**src/rtl/inst_mem_loader_if.sv**
```systemverilog
// ---------------------------------------------------------------------------
// inst_mem_loader_if
//
// Purpose: bundles the two busy paths of the boot loader. One is the byte
// stream from the UART receiver, a valid/ready handshake. The other is the
// instruction-RAM write port.
//
// Signals:
//   byte_valid  source has a byte on byte_data
//   byte_data   stream byte (8 bits)
//   byte_ready  loader accepts byte_data this cycle
//   mem_we      one-cycle instruction-RAM write strobe
//   mem_addr    write address (ADDR_W bits)
//   mem_data    write data (DATA_W bits)
//
// Modports:
//   master  the loader: consumes the stream and drives the RAM port
//   slave   the environment: produces the stream and observes the RAM port
// ---------------------------------------------------------------------------
interface inst_mem_loader_if #(
  parameter int ADDR_W = 16,
  parameter int DATA_W = 16
) ();

  logic              byte_valid;
  logic [7:0]        byte_data;
  logic              byte_ready;
  logic              mem_we;
  logic [ADDR_W-1:0] mem_addr;
  logic [DATA_W-1:0] mem_data;

  // Loader side: it takes stream bytes in and owns the RAM write port.
  modport master (
    input  byte_valid,
    input  byte_data,
    output byte_ready,
    output mem_we,
    output mem_addr,
    output mem_data
  );

  // Environment side: the UART byte source plus the instruction RAM.
  modport slave (
    output byte_valid,
    output byte_data,
    input  byte_ready,
    input  mem_we,
    input  mem_addr,
    input  mem_data
  );

endinterface

```
**src/rtl/inst_mem_loader.sv**
```systemverilog
// ---------------------------------------------------------------------------
// inst_mem_loader
//
// Purpose: boot-time writer for the CPU's 16-bit instruction memory.
// A byte stream arrives from the UART receiver in this order:
//   count_lo, count_hi, then count x (word_lo, word_hi)
// The loader assembles each pair of bytes into a little-endian word. It writes
// the words one after another into instruction RAM, starting at BASE_ADDR.
// The CPU is held in stall while the image is loading. The stall is released
// only when the image is complete. After an error the CPU stays stalled, so
// it never runs a partial image.
//
// Optional feature: define INST_MEM_LOADER_CHECKSUM_EN to add a trailing
// checksum byte. That byte must equal the XOR of all count and data bytes.
// A mismatch ends the load in the error state.
//
// Ports:
//   clk_i           system clock
//   rst_ni          asynchronous active-low reset
//   start_i         one-cycle pulse that begins a load (only from idle/done/error)
//   bus             inst_mem_loader_if.master: byte stream in, RAM write out
//   cpu_stall_o     holds the CPU fetch/PC while loading
//   done_o          one-cycle pulse when a load completes successfully
//   err_o           sticky error flag, cleared by start or reset
//   words_loaded_o  number of words written in the current load
// ---------------------------------------------------------------------------
module inst_mem_loader #(
  parameter int                ADDR_W    = 16,
  parameter int                DATA_W    = 16,
  parameter logic [ADDR_W-1:0] BASE_ADDR = '0,
  parameter logic [15:0]       MAX_WORDS = 16'h0100
) (
  input  logic               clk_i,
  input  logic               rst_ni,
  input  logic               start_i,
  inst_mem_loader_if.master  bus,
  output logic               cpu_stall_o,
  output logic               done_o,
  output logic               err_o,
  output logic [ADDR_W-1:0]  words_loaded_o
);

  // The word count always arrives as 16 bits. The comparison width covers
  // both that count and the word counter, even when ADDR_W is not 16.
  localparam int CMP_W = (ADDR_W > 16) ? ADDR_W : 16;

  typedef enum logic [3:0] {
    IDLE,
    CNT_LO,
    CNT_HI,
    DAT_LO,
    DAT_HI,
    WRITE,
`ifdef INST_MEM_LOADER_CHECKSUM_EN
    CHK,
`endif
    DONE,
    ERROR
  } state_e;

  state_e            state_q;
  logic [15:0]       count_q;
  logic [7:0]        wordLo_q;
  logic              byteReady_q;
  logic              memWe_q;
  logic [ADDR_W-1:0] memAddr_q;
  logic [DATA_W-1:0] memData_q;
  logic              cpuStall_q;
  logic              done_q;
  logic              err_q;
  logic [ADDR_W-1:0] wordsLoaded_q;

  logic              byteFire;
  logic              startAccept;
  logic [15:0]       countFull_d;
  logic [ADDR_W-1:0] wordsLoaded_d;
  logic              lastWord;
  logic [DATA_W-1:0] memData_d;

  // Helper terms for the FSM.
  // - A byte transfers only when the source offers one while we are ready.
  // - A start request is honoured only from the idle, done and error states.
  // - While the high count byte is being received, the full count is formed
  //   from that live byte. The valid/error decision is taken on the same edge.
  // - lastWord compares the counter after it increments, so the final WRITE
  //   cycle already knows that it is the last one.
  assign byteFire      = bus.byte_valid & byteReady_q;
  assign startAccept   = start_i & ((state_q == IDLE) | (state_q == DONE) | (state_q == ERROR));
  assign countFull_d   = {bus.byte_data, count_q[7:0]};
  assign wordsLoaded_d = wordsLoaded_q + ADDR_W'(1);
  assign lastWord      = (CMP_W'(wordsLoaded_d) == CMP_W'(count_q));
  assign memData_d     = DATA_W'({bus.byte_data, wordLo_q});

`ifdef INST_MEM_LOADER_CHECKSUM_EN
  logic [7:0] chkXor_q;

  // Running XOR of every count and data byte in the current load. It is
  // cleared whenever a load starts. The checksum byte itself is not folded in,
  // because it is the value that gets compared against this register.
  always_ff @(posedge clk_i or negedge rst_ni) begin
    if (!rst_ni) begin
      chkXor_q <= '0;
    end else if (startAccept) begin
      chkXor_q <= '0;
    end else if (byteFire && (state_q != CHK)) begin
      chkXor_q <= chkXor_q ^ bus.byte_data;
    end
  end
`endif

  // Main loader FSM. All outputs are registered here.
  // - mem_we and done are single-cycle strobes. Each defaults low every cycle
  //   and is raised only on the edge that enters WRITE or DONE.
  // - byte_ready is raised on the edge that enters a receive state. It is
  //   dropped on the edge that leaves the receive states.
  // - On the way out of WRITE, the address and the word counter advance
  //   together, wrapping modulo 2^ADDR_W. The next word therefore lands at
  //   BASE_ADDR + words_loaded.
  always_ff @(posedge clk_i or negedge rst_ni) begin
    if (!rst_ni) begin
      state_q       <= IDLE;
      count_q       <= '0;
      wordLo_q      <= '0;
      byteReady_q   <= 1'b0;
      memWe_q       <= 1'b0;
      memAddr_q     <= BASE_ADDR;
      memData_q     <= '0;
      cpuStall_q    <= 1'b0;
      done_q        <= 1'b0;
      err_q         <= 1'b0;
      wordsLoaded_q <= '0;
    end else begin
      memWe_q <= 1'b0;
      done_q  <= 1'b0;
      case (state_q)
        IDLE, DONE, ERROR: begin
          if (startAccept) begin
            state_q       <= CNT_LO;
            byteReady_q   <= 1'b1;
            cpuStall_q    <= 1'b1;
            err_q         <= 1'b0;
            wordsLoaded_q <= '0;
            memAddr_q     <= BASE_ADDR;
          end
        end
        CNT_LO: begin
          if (byteFire) begin
            count_q[7:0] <= bus.byte_data;
            state_q      <= CNT_HI;
          end
        end
        CNT_HI: begin
          if (byteFire) begin
            count_q[15:8] <= bus.byte_data;
            if (countFull_d == 16'h0000) begin
              state_q     <= DONE;
              byteReady_q <= 1'b0;
              done_q      <= 1'b1;
              cpuStall_q  <= 1'b0;
            end else if (countFull_d > MAX_WORDS) begin
              state_q     <= ERROR;
              byteReady_q <= 1'b0;
              err_q       <= 1'b1;
            end else begin
              state_q <= DAT_LO;
            end
          end
        end
        DAT_LO: begin
          if (byteFire) begin
            wordLo_q <= bus.byte_data;
            state_q  <= DAT_HI;
          end
        end
        DAT_HI: begin
          if (byteFire) begin
            memData_q   <= memData_d;
            memWe_q     <= 1'b1;
            byteReady_q <= 1'b0;
            state_q     <= WRITE;
          end
        end
        WRITE: begin
          wordsLoaded_q <= wordsLoaded_d;
          memAddr_q     <= memAddr_q + ADDR_W'(1);
          if (lastWord) begin
`ifdef INST_MEM_LOADER_CHECKSUM_EN
            state_q     <= CHK;
            byteReady_q <= 1'b1;
`else
            state_q     <= DONE;
            done_q      <= 1'b1;
            cpuStall_q  <= 1'b0;
`endif
          end else begin
            state_q     <= DAT_LO;
            byteReady_q <= 1'b1;
          end
        end
`ifdef INST_MEM_LOADER_CHECKSUM_EN
        CHK: begin
          if (byteFire) begin
            byteReady_q <= 1'b0;
            if (bus.byte_data == chkXor_q) begin
              state_q    <= DONE;
              done_q     <= 1'b1;
              cpuStall_q <= 1'b0;
            end else begin
              state_q <= ERROR;
              err_q   <= 1'b1;
            end
          end
        end
`endif
        default: begin
          state_q     <= IDLE;
          byteReady_q <= 1'b0;
          cpuStall_q  <= 1'b0;
        end
      endcase
    end
  end

  // Drive the outputs straight from the state registers.
  assign bus.byte_ready = byteReady_q;
  assign bus.mem_we     = memWe_q;
  assign bus.mem_addr   = memAddr_q;
  assign bus.mem_data   = memData_q;
  assign cpu_stall_o    = cpuStall_q;
  assign done_o         = done_q;
  assign err_o          = err_q;
  assign words_loaded_o = wordsLoaded_q;

endmodule

```
**src/flat_wrapper.sv**
```systemverilog
// flat-port wrapper written by rule: the top's interface ports become plain ports
module inst_mem_loader_flat 
#(
  parameter int                ADDR_W    = 16,
  parameter int                DATA_W    = 16,
  parameter logic [ADDR_W-1:0] BASE_ADDR = '0,
  parameter logic [15:0]       MAX_WORDS = 16'h0100
)
  (clk_i, rst_ni, start_i, cpu_stall_o, done_o, err_o, words_loaded_o, bus_byte_valid, bus_byte_data, bus_byte_ready, bus_mem_we, bus_mem_addr, bus_mem_data);
  inst_mem_loader_if #(.ADDR_W(ADDR_W), .DATA_W(DATA_W)) bus_i ();
  input  logic clk_i;
  input  logic rst_ni;
  input  logic start_i;
  output logic cpu_stall_o;
  output logic done_o;
  output logic err_o;
  output logic [ADDR_W-1:0] words_loaded_o;
  input wire logic [$bits(bus_i.byte_valid)-1:0] bus_byte_valid;
  input wire logic [$bits(bus_i.byte_data)-1:0] bus_byte_data;
  output wire logic [$bits(bus_i.byte_ready)-1:0] bus_byte_ready;
  output wire logic [$bits(bus_i.mem_we)-1:0] bus_mem_we;
  output wire logic [$bits(bus_i.mem_addr)-1:0] bus_mem_addr;
  output wire logic [$bits(bus_i.mem_data)-1:0] bus_mem_data;
  assign bus_i.byte_valid = bus_byte_valid;
  assign bus_i.byte_data = bus_byte_data;
  assign bus_byte_ready = bus_i.byte_ready;
  assign bus_mem_we = bus_i.mem_we;
  assign bus_mem_addr = bus_i.mem_addr;
  assign bus_mem_data = bus_i.mem_data;
  inst_mem_loader #(.ADDR_W(ADDR_W), .DATA_W(DATA_W), .BASE_ADDR(BASE_ADDR), .MAX_WORDS(MAX_WORDS)) u_core (.clk_i(clk_i), .rst_ni(rst_ni), .start_i(start_i), .bus(bus_i), .cpu_stall_o(cpu_stall_o), .done_o(done_o), .err_o(err_o), .words_loaded_o(words_loaded_o));
endmodule
```
**config.mk**
```make
export PLATFORM = sky130hd
export DESIGN_NAME = inst_mem_loader_flat
export DESIGN_NICKNAME = d
export VERILOG_FILES = /design/src/rtl/inst_mem_loader_if.sv /design/src/rtl/inst_mem_loader.sv /design/src/flat_wrapper.sv
export SDC_FILE = /design/constraint.sdc
export NUM_CORES = 1
export LEC_CHECK = 0
export ABC_CLOCK_PERIOD_IN_PS = 2700
export CORE_ASPECT_RATIO = 1.2
export CORE_MARGIN = 8
export CORE_UTILIZATION = 48
export DETAILED_ROUTE_END_ITERATION = 16
export PLACE_DENSITY = 0.73
export SLEW_MARGIN = 20
export SYNTH_ARGS = -nofsm -noshare
export SYNTH_HDL_FRONTEND = slang
export SYNTH_SLANG_ARGS = --single-unit
```
**constraint.sdc**
```tcl
create_clock -name clk_i -period 2.7 [get_ports clk_i]
set_clock_uncertainty 0.1 [all_clocks]
set_input_delay 0.675 -clock clk_i [delete_from_list [all_inputs] [get_ports clk_i]]
set_output_delay 0.675 -clock clk_i [all_outputs]
set_load 0.03 [all_outputs]
```
# Word level (Yosys, flattened, before mapping)
# Cells that the tools add are included.
[totals]
register_bits = 81
wordCells = 90
output_inout_bits = 53
[op_classes]
eq_ne = 19
order_cmp = 1
n_reduce_logical = 16
n_mux = 34
bitwise_logic = 6
add_sub_neg = 2
[op_table]
columns = ["cell", "n"]
rows = [
  ["$pmux W16 S2", 2],
  ["$add A16 B1 Y16 const B", 2],
  ["$mux W4", 6],
  ["$pmux W4 S6", 1],
  ["$mux W1", 18],
  ["$eq A16 B16 Y1", 1],
  ["$eq A4 B3 Y1 const B", 4],
  ["$gt A16 B9 Y1 const B", 1],
  ["$logic_not A16 Y1", 1],
  ["$mux W16", 1],
  ["$ne A2 B1 Y1 const B", 8],
  ["$reduce_and A5 Y1", 3],
  ["$reduce_and A2 Y1", 5],
  ["$eq A4 B2 Y1 const B", 2],
  ["$mux W3", 2],
  ["$reduce_and A6 Y1", 1],
  ["$reduce_or A3 Y1", 2],
  ["$pmux W1 S5", 1],
  ["$eq A4 B1 Y1 const B", 1],
  ["$logic_not A4 Y1", 1],
  ["$ne A2 B2 Y1 const B", 2],
  ["$pmux W1 S2", 2],
  ["$pmux W1 S4", 1],
  ["$reduce_bool A2 Y1", 2],
  ["5 further kinds", 8],
]

# Depth between registers and ports, before layout
[logic_depth]
word_depth = 6
depth_mapped = 9

# Worst setup path before layout
# OpenSTA, ideal clock, no wires.
[synth_path]
path_type = "register to register"
from = "register u_core.wordsLoaded_q[0], in the netlist u_core.words_loaded_o[0]"
to = "register u_core.state_q[0]"
path_slack_ns = 0.300
n_path_buf = 2
path_stages_with_launch = 10
arrival_ns = 2.170
path_cell_list = "dfrtp_1 -> ha_1 -> clkbuf_1 -> nand2_1 -> or3_1 -> buf_2 -> mux2i_1 -> o221ai_2 -> nor4b_2 -> a21oi_1"
[synth_via]
elab_chain_cells = 4
[synth_rtl]
columns = ["item", "line", "text"]
rows = [
  ["start, declared", "inst_mem_loader.sv:71", "logic [ADDR_W-1:0] wordsLoaded_q;"],
  ["start signal, assigned", "inst_mem_loader.sv:184", "wordsLoaded_q <= wordsLoaded_d;"],
  ["$add A16 B1 Y16", "inst_mem_loader.sv:90", "assign wordsLoaded_d = wordsLoaded_q + ADDR_W'(1);"],
  ["$eq A16 B16 Y1", "inst_mem_loader.sv:91", "assign lastWord = (CMP_W'(wordsLoaded_d) == CMP_W'(count_q));"],
  ["$mux W3", "inst_mem_loader.sv:186", "if (lastWord) begin"],
  ["$pmux W4 S6", "inst_mem_loader.sv:135", "case (state_q)"],
  ["end signal, assigned", "inst_mem_loader.sv:138", "state_q <= CNT_LO;"],
  ["end signal, assigned", "inst_mem_loader.sv:191", "state_q <= DONE;"],
  ["end signal, assigned", "inst_mem_loader.sv:196", "state_q <= DAT_LO;"],
  ["end, declared", "inst_mem_loader.sv:61", "state_e state_q;"],
]
# Every way passes these cells.
# A chain may end at the register's enable or synchronous reset.

# Worst setup path in the final report
[layout_path]
from = "register u_core.wordsLoaded_q[3], in the netlist u_core.words_loaded_o[3]"
to = "output port words_loaded_o[3]"
[layout_rtl]
columns = ["item", "line", "text"]
rows = [
  ["end, declared", "flat_wrapper.sv:17", "output logic [ADDR_W-1:0] words_loaded_o;"],
]
# No word-level cell between the ends.

==> impl_summary.log <==
INFO  metric crit_fanout = 11
INFO  metric maxSlewHeadroom = between 60% and 70%
INFO  metric route.detailed.wl_per_inst = between 15 and 20 µm
INFO  metric crit_path_start_kind = flip-flop
INFO  metric x_dimension_of_the_die = 100 µm
INFO  metric syn_avg_cell_area = 10.3 µm²
INFO  metric cts-hold-fix-buffers = 0
INFO  metric io_pins = 65
INFO  metric die_area = 11700 µm²
INFO  metric cts_clk_pin_slew_worst_paths = 0.08 ns
INFO  metric htree_num_levels = 3
INFO  metric seqPwrFrac = 40.3%
INFO  metric cts.path.max_buffers = 2
INFO  metric finish.net_count = slightly below 500
INFO  metric crit_path_end_kind = output port
INFO  metric netSwitchingPower = 1770 µW
INFO  metric reg2regPathDepth = 7
INFO  metric status = finished clean
INFO  metric postPlaceCellArea = 4920 µm²
INFO  metric grt_pass1_wl = around 17000 µm
INFO  metric synth_seq_area_share = 49.0%
INFO  metric synthArstFlopShare = between 90% and 100%
INFO  metric path_class = flip-flop to output port
INFO  metric post_drt_via_cell_ratio = 5.68
INFO  metric postCtsSetupRepairBufs = 0
INFO  metric power_per_cell_area = ~900 nW/µm²
INFO  metric first_global_vias = between 3000 and 4000
INFO  metric crit_chain = clkdlybuf4s50_1
INFO  metric clk-insertion-delay-late = 0.35 ns
INFO  metric switching_portion_of_total_power = a little under two fifths
INFO  metric postRouteAntennaNets = 0
INFO  metric fmax = 0.407 GHz
INFO  metric finalCritPeriodShare = 90.9%
INFO  metric synthesis.yosys.warnings = 0
INFO  metric port_buffers = 64
INFO  metric clock_power_share = 20.9%
INFO  metric path_depth = 1
INFO  metric synth-seq-cells = 80
INFO  metric drc = 0
INFO  metric critPathSlowestCell = sky130_fd_sc_hd__clkdlybuf4s50_1
INFO  metric top_flip_flop_cell_by_instance_count_after_synthesis = sky130_fd_sc_hd__dfrtp_1
INFO  metric setup_violations = 0
INFO  metric cell_internal_pwr = 3000 µW
INFO  metric global_route.usage.total = 18.7%
INFO  metric dpl.hpwl = 7590 µm
INFO  metric postRouteWirelength = a little over 10000 µm
INFO  metric postSynthNetCount = approximately 400
INFO  metric worst_slew_pin_slew = 0.519 ns
INFO  metric grt_setup_unrepaired = false
INFO  metric area_delta_synth_final = 25.9%
INFO  metric synth_edf_count = 0
INFO  metric numClockSinks = 80
INFO  metric core_area = 8430 µm²
INFO  metric timing.hold.worst.class = input pin to async pin
INFO  metric cts_tree = done
INFO  metric hold_violations = 0
INFO  metric firstDrtPassIters = 4
INFO  metric max-vdd-ir-drop = 0.606 mV
INFO  metric cts_made_buffers = 9
INFO  metric power.share.combinational = about two fifths
INFO  metric synth_cell_types = 55
INFO  metric die-height = 117 µm
INFO  metric vias = 3364
INFO  metric slew_viol_final = 0
INFO  metric max_stage_delay = 0.75 ns
INFO  metric postCtsResizedCells = 0
INFO  metric p_leak = 0.00214 µW
INFO  metric floorplan.initialDensity = 48.5%
INFO  metric critical_path_buf_inv_count = 1
INFO  metric antenna_found_initial = 0
INFO  metric final_cell_area = around 5100 µm²
INFO  metric layout_min_cycle_time = 2.45 ns
INFO  metric max_cap_check_violation_count = 0
INFO  metric layout_cell_share_with_drive_strength_beyond_1 = roughly 17%
INFO  metric largest_net_degree_at_the_start_of_global_routing = 30
INFO  metric post_placement_worst_setup_slack = 0.153 ns
INFO  metric synthCells = 398
INFO  metric cts_root_buffer = sky130_fd_sc_hd__clkbuf_8
INFO  metric fin_setup_tns = 0 ns
INFO  metric critical-path-top-delay-family = buffers and inverters
INFO  metric core.rowCount = 37
INFO  metric post-route-worst-setup-slack = between 0.2 and 0.25 ns
INFO  metric grt_overflow = 0
INFO  metric place.gp.congestion = 0.844
INFO  metric detailedRoute.firstIterationViolations = 160
INFO  metric antenna_cells = 0
INFO  metric critical_path_required = 1.92 ns
INFO  metric synthesis.area = just over 4000 µm²
INFO  metric critPathArrivalTime = 1.68 ns
INFO  metric rrSetupSlack = 0.26 ns
==> stage by stage <==
stage	utilization (%)	hold slack, ns	instances	power [µW]
final	61.1	0.110	592	4770
after global routing	61.1	0.132	592	5030
after CTS	61.1	0.121	592	4800
after detailed placement	58.4	0.374	576	3790
after global placement	58.4	0.362	576	3720
after floorplan	-	0.279	398	3090
==> metal layers <==
layer  wire length [µm]  vias to the layer above  global-route usage (%)
met4                178                        0                    7.58
met3                722                       18                    5.15
met1               4310                     1651                    21.7
met2               5150                      113                    32.0
li1                   -                     1582                       -
met5                  0                        -                       0
==> cells in the mapped netlist, types with 2 or more instances <==
library cell	count	area (µm²)
sky130_fd_sc_hd__a211oi_1	2	15.0
sky130_fd_sc_hd__a22o_1	2	17.5
sky130_fd_sc_hd__and3_1	7	43.8
sky130_fd_sc_hd__nor4_1	8	50.1
sky130_fd_sc_hd__nor2_1	20	75.1
sky130_fd_sc_hd__or3_1	2	12.5
sky130_fd_sc_hd__nor3_1	5	25.0
sky130_fd_sc_hd__o41ai_1	2	17.5
sky130_fd_sc_hd__nand2_1	49	184
sky130_fd_sc_hd__o21ai_0	38	190
sky130_fd_sc_hd__o31ai_1	5	37.5
sky130_fd_sc_hd__nor2b_1	5	31.3
sky130_fd_sc_hd__and2_1	5	31.3
sky130_fd_sc_hd__ha_1	2	25.0
sky130_fd_sc_hd__mux2_2	40	450
sky130_fd_sc_hd__and4_1	2	17.5
sky130_fd_sc_hd__nand4_1	10	62.6
sky130_fd_sc_hd__xnor2_1	12	105
sky130_fd_sc_hd__dfrtp_1	80	2000
sky130_fd_sc_hd__xor2_1	8	70.1
sky130_fd_sc_hd__o211ai_1	2	15.0
sky130_fd_sc_hd__nand3_1	18	90.1
sky130_fd_sc_hd__mux2i_1	6	60.1
sky130_fd_sc_hd__nand2b_1	7	43.8
sky130_fd_sc_hd__inv_1	2	7.51
sky130_fd_sc_hd__buf_1	2	7.51
sky130_fd_sc_hd__a31oi_1	2	12.5
sky130_fd_sc_hd__buf_2	7	35.0
sky130_fd_sc_hd__a21oi_1	11	55.1
sky130_fd_sc_hd__nor3b_1	2	15.0
sky130_fd_sc_hd__nand3b_1	2	15.0
sky130_fd_sc_hd__clkbuf_1	10	37.5
==> cells by family (layout without fill, tap and decap cells) <==
| family | count (synthesis) | after routing | synth area share, % |
|---|---|---|---|
| AND/OR/NAND/NOR | 152 | 152 | 19.9 |
| flip-flops | 80 | 80 | 49.0 |
| adder cells (fa/ha/maj) | 2 | 2 | 0.612 |
| multiplexers | 46 | 46 | 12.5 |
| XOR/XNOR | 20 | 20 | 4.29 |
| buffers and inverters | 22 | 99 | 2.33 |
| AO/OA/AOI/OAI | 76 | 76 | 11.4 |
==> flip-flops by register name, indices dropped and copies added, names as in the netlist <==
signal and count:
u_core.bus.mem_addr 16, u_core.bus.mem_data 16, u_core.count_q 16, u_core.words_loaded_o 16
u_core.wordLo_q 8, u_core.state_q 3, u_core.bus.byte_ready 1, u_core.bus.mem_we 1
u_core.cpu_stall_o 1, u_core.done_o 1, u_core.err_o 1
==> final cells by class <==
type	count	area, µm²
clock inverters	4	76.3
inverters	2	7.51
fillers	742	3280
well taps	117	146
multi-input cells	296	1990
repair buffers	81	778
clock buffers	12	145
flip-flops and latches	80	2000
==> cell usage in the layout, fill, tap and decap left out, types with 5 or more instances in the layout <==
master,netlist,routed
sky130_fd_sc_hd__mux2i_1,6,6
sky130_fd_sc_hd__o21ai_0,38,38
sky130_fd_sc_hd__and2_1,5,5
sky130_fd_sc_hd__nor2_1,20,20
sky130_fd_sc_hd__nand2b_1,7,7
sky130_fd_sc_hd__buf_4,1,17
sky130_fd_sc_hd__nand3_1,18,18
sky130_fd_sc_hd__and3_1,7,7
sky130_fd_sc_hd__clkdlybuf4s50_1,0,63
sky130_fd_sc_hd__xnor2_1,12,12
sky130_fd_sc_hd__clkbuf_8,0,10
sky130_fd_sc_hd__nor4_1,8,8
sky130_fd_sc_hd__o31ai_1,5,5
sky130_fd_sc_hd__nand2_1,49,49
sky130_fd_sc_hd__nand4_1,10,10
sky130_fd_sc_hd__mux2_2,40,40
sky130_fd_sc_hd__nor2b_1,5,5
sky130_fd_sc_hd__a21oi_1,11,11
sky130_fd_sc_hd__dfrtp_1,80,80
sky130_fd_sc_hd__nor3_1,5,5
sky130_fd_sc_hd__xor2_1,8,8
==> path summary, 6_finish.rpt <==
| path | start | endpoint |
|---|---|---|
| min | rst_ni | u_core.bus.mem_addr[1] |
| max reg2reg | u_core.words_loaded_o[0] | u_core.state_q[0] |
| min in group clk_i | u_core.bus.mem_addr[15] | u_core.bus.mem_addr[15] |
| max | u_core.words_loaded_o[3] | words_loaded_o[3] |
| min reg2reg | u_core.bus.mem_addr[15] | u_core.bus.mem_addr[15] |
| max in group asynchronous | rst_ni | u_core.wordLo_q[1] |
==> worst register-to-register path: stages (launching register included) <==
cell and delay, ns:
sky130_fd_sc_hd__dfrtp_1 0.49, sky130_fd_sc_hd__ha_1 0.35, sky130_fd_sc_hd__nand2_1 0.15, sky130_fd_sc_hd__or3_1 0.42, sky130_fd_sc_hd__nor3_1 0.25, sky130_fd_sc_hd__o221ai_2 0.20
sky130_fd_sc_hd__nor4b_2 0.25, sky130_fd_sc_hd__a21oi_1 0.09
==> power by group through the flow <==
stage	clock network (µW)	registers (µW)	logic, µW
2_1_floorplan	0	2120	969
3_3_place_gp	0	1910	1810
3_5_place_dp	0	1940	1850
4_1_cts	1010	1920	1870
5_1_grt	1060	1970	2000
6_report	998	1920	1850
Note: power is estimated with default switching activity, not from simulation.
==> patch 1: new RTL, same settings <==
Build with the macro `INST_MEM_LOADER_CHECKSUM_EN` defined.
--- a/src/rtl/inst_mem_loader.sv
+++ b/src/rtl/inst_mem_loader.sv
@@ -24,6 +24,8 @@
 //   err_o           sticky error flag, cleared by start or reset
 //   words_loaded_o  number of words written in the current load
 // ---------------------------------------------------------------------------
+`define INST_MEM_LOADER_CHECKSUM_EN
+
 module inst_mem_loader #(
   parameter int                ADDR_W    = 16,
   parameter int                DATA_W    = 16,
Behaviour: not the same (Yosys sat finds a counterexample within 10 cycles, from zero or initial values and one cycle with rst_ni low).
==> patch 1 against the original RTL <==
- synthesized area grew 18%
- power is 13% higher
- routed wire length up 19%
- register-to-register slack got worse by 0.02 ns
- final area grew 18%
- clock power grew 28%
- sequential cell count rose by 9
- combinational power increased by 8%
- non-clock buffer count grew 20
- count of clock-buffer cells in the layout decreased by 3
- worst setup slack got worse by 0.0079 ns
==> patch 1: results <==
{
  "track_usage_pct": 19.1,
  "grt_pass1_vias": 4150,
  "dp_hpwl_um": 8980,
  "crit_path_top_delay_cell": "dfrtp_1",
  "cp_slowest_stage_delay_ns": 0.48,
  "wl_per_cell_um": 17.6,
  "synth_fp_nets": 502,
  "gpl.final_weighted_congestion": 0.915,
  "grt_util_met1_pct": 23.7,
  "swShare_pct": 37.5,
  "root_buffer": "clkbuf_16",
  "wl_met3_um": 740,
  "path_delay_family": "simple AND/OR/NAND/NOR gates",
  "endpoint": "u_core.state_q[0]",
  "synth.area.top_cells": "dfrtp_1 46%, mux2_2 9.6%, xor2_1 4.5%",
  "place_ws_ns": -0.0637,
  "wirelength_um": 12400,
  "use_met2_pct": 31.5,
  "status": "finished clean",
  "grt_max_degree": 52,
  "crit_path_max_fanout": 6,
  "placed_cell_area_um2": 5770,
  "synth_common_cells": "89 x dfrtp_1, 47 x nand2_1, 43 x o21ai_0",
  "yosysSeqAreaShare_pct": 46.2,
  "use_met3_pct": 3.37,
  "drive_gt1_share_pct": 18.1,
  "power.leakage_nw": 2.63,
  "placed_cells": 685,
  "hold_ws_ns": 0.212,
  "slew_headroom_pct": 62.0,
  "grt_pass1_wl_um": 20800,
  "synthCells": 488,
  "wl_met2_um": 6230,
  "crit_type": "register to register",
  "met1_length_um": 5090,
  "timing.final.crit_period_ns": 2.46,
  "rrSetupSlack_ns": 0.24,
  "r2r_start": "u_core.words_loaded_o[1]"
}
patch 1: power by group through the flow:
stage	combinational [mW]	sequential, mW	clock (mW)
floorplan	1.18	2.21	0
global placement	1.95	2.10	0
detailed placement	2.00	2.13	0
CTS	2.01	2.11	1.30
global route	2.19	2.17	1.36
finish	1.99	2.11	1.28
patch 1: final cells by class:
class	instances	area, µm²
Clock buffer	9	225
Clock inverter	7	78.8
Fill cell	832	3830
Inverter	5	18.8
Multi-Input combinational cell	364	2430
Sequential cell	89	2230
Tap cell	126	158
Timing Repair Buffer	101	941
patch 1: cells by family (layout without fill, tap and decap cells):
kind of cell | after synthesis | after routing | synth area share (%)
xor+xnor | 34 | 34 | 6.18
fa+ha+maj | 2 | 2 | 0.519
compound gates | 106 | 106 | 13.6
buf+inv | 35 | 122 | 3.35
mux | 44 | 44 | 10.2
simple gates | 178 | 178 | 19.9
flops | 89 | 89 | 46.2
==> patch 2: new RTL, same settings <==
Made on the original files. Re-encode `state_e` (8 states) as one-hot, 8 bits wide.
--- a/src/rtl/inst_mem_loader.sv
+++ b/src/rtl/inst_mem_loader.sv
@@ -44,18 +44,18 @@
   // both that count and the word counter, even when ADDR_W is not 16.
   localparam int CMP_W = (ADDR_W > 16) ? ADDR_W : 16;
 
-  typedef enum logic [3:0] {
-    IDLE,
-    CNT_LO,
-    CNT_HI,
-    DAT_LO,
-    DAT_HI,
-    WRITE,
+  typedef enum logic [7:0] {
+    IDLE   = 8'b00000001,
+    CNT_LO = 8'b00000010,
+    CNT_HI = 8'b00000100,
+    DAT_LO = 8'b00001000,
+    DAT_HI = 8'b00010000,
+    WRITE  = 8'b00100000,
 `ifdef INST_MEM_LOADER_CHECKSUM_EN
     CHK,
 `endif
-    DONE,
-    ERROR
+    DONE   = 8'b01000000,
+    ERROR  = 8'b10000000
   } state_e;
 
   state_e            state_q;
Function: same outputs for any inputs over 10 cycles, from zero or initial values and one cycle with rst_ni low; not proved beyond that.
==> patch 2 against the original RTL <==
- sequential cell count is 5 higher
- combinational power is 44% lower
- highest routed layer unchanged
- critical endpoint is now u_core.cpu_stall_o
- first-iteration DRC count is 22% higher
- largest power group unchanged
- synthesized area is 8.7% higher
- routed wire length is 3.5% higher
- worst setup slack worse by 0.040 ns
- final area is 6.8% higher
- power is 27% lower
==> patch 2: results <==
{
  "status": "finished clean",
  "drt_iter0_drc": 195,
  "drive_gt1_share_pct": 15.1,
  "r2r_start": "u_core.words_loaded_o[3]",
  "hold_ws_ns": 0.158,
  "arrival_ns": 2.65,
  "synth.area.top_cells": "dfrtp_1 47%, mux2_2 5.3%, mux2_1 4.8%",
  "nets": 507,
  "grt_util_met1_pct": 21.4,
  "worst_r2r_path_depth": 6,
  "wl_met2_um": 5290,
  "gpl.final_weighted_congestion": 0.901,
  "wl_met3_um": 582,
  "power_frac_seq_pct": 46.7,
  "rrSetupSlack_ns": 0.21,
  "placed_cells": 602,
  "met1_length_um": 4660,
  "place_ws_ns": 0.0581,
  "vias": 3566,
  "dp_hpwl_um": 7810,
  "worst_slew_pin_slew_ns": 0.657,
  "yosysUniqueCellTypes": 59,
  "use_met3_pct": 4.09,
  "yosysSeqAreaShare_pct": 47.9,
  "grt_max_degree": 50,
  "cp_slowest_stage_delay_ns": 0.53,
  "grt_pass1_wl_um": 17900,
  "track_usage_pct": 17.5,
  "crit_path_max_fanout": 9,
  "grt_pass1_vias": 3448,
  "swShare_pct": 34.6,
  "fillers": 769,
  "synth_fp_nets": 431,
  "power.leakage_nw": 2.44
}
==> patch 2: cell types whose count changed after synthesis, sizes merged, moves of 4 or more <==
cell,delta
dfrtp,+4
nand2,-27
xor2,+14
mux2i,-6
nand2b,-7
nor2,+11
or3,+4
and4,+4
nand4b,+4
==> patch 2: layout make-up <==
type                            instances  area (µm²)  area share [%]
Sequential cell                        85        2130            38.7
Clock buffer                           12         145            2.64
Tap cell                              120         150            2.73
Multi-Input combinational cell        305        2180            39.8
Timing Repair Buffer                   87         836            15.2
Clock inverter                          4        32.5           0.592
Inverter                                5        18.8           0.342
==> patch 2: cell families (layout without fill, tap and decap cells) <==
| group | Yosys count | after routing | synth area share [%] |
|---|---|---|---|
| and+or+nand+nor | 143 | 143 | 18.8 |
| buffers and inverters | 27 | 108 | 2.99 |
| DFF | 85 | 85 | 47.9 |
| muxes | 40 | 40 | 10.1 |
| xor gates and xnor gates | 37 | 37 | 7.77 |
| AOI/OAI and AO/OA | 83 | 83 | 11.8 |
| adders and majority gates | 2 | 2 | 0.563 |
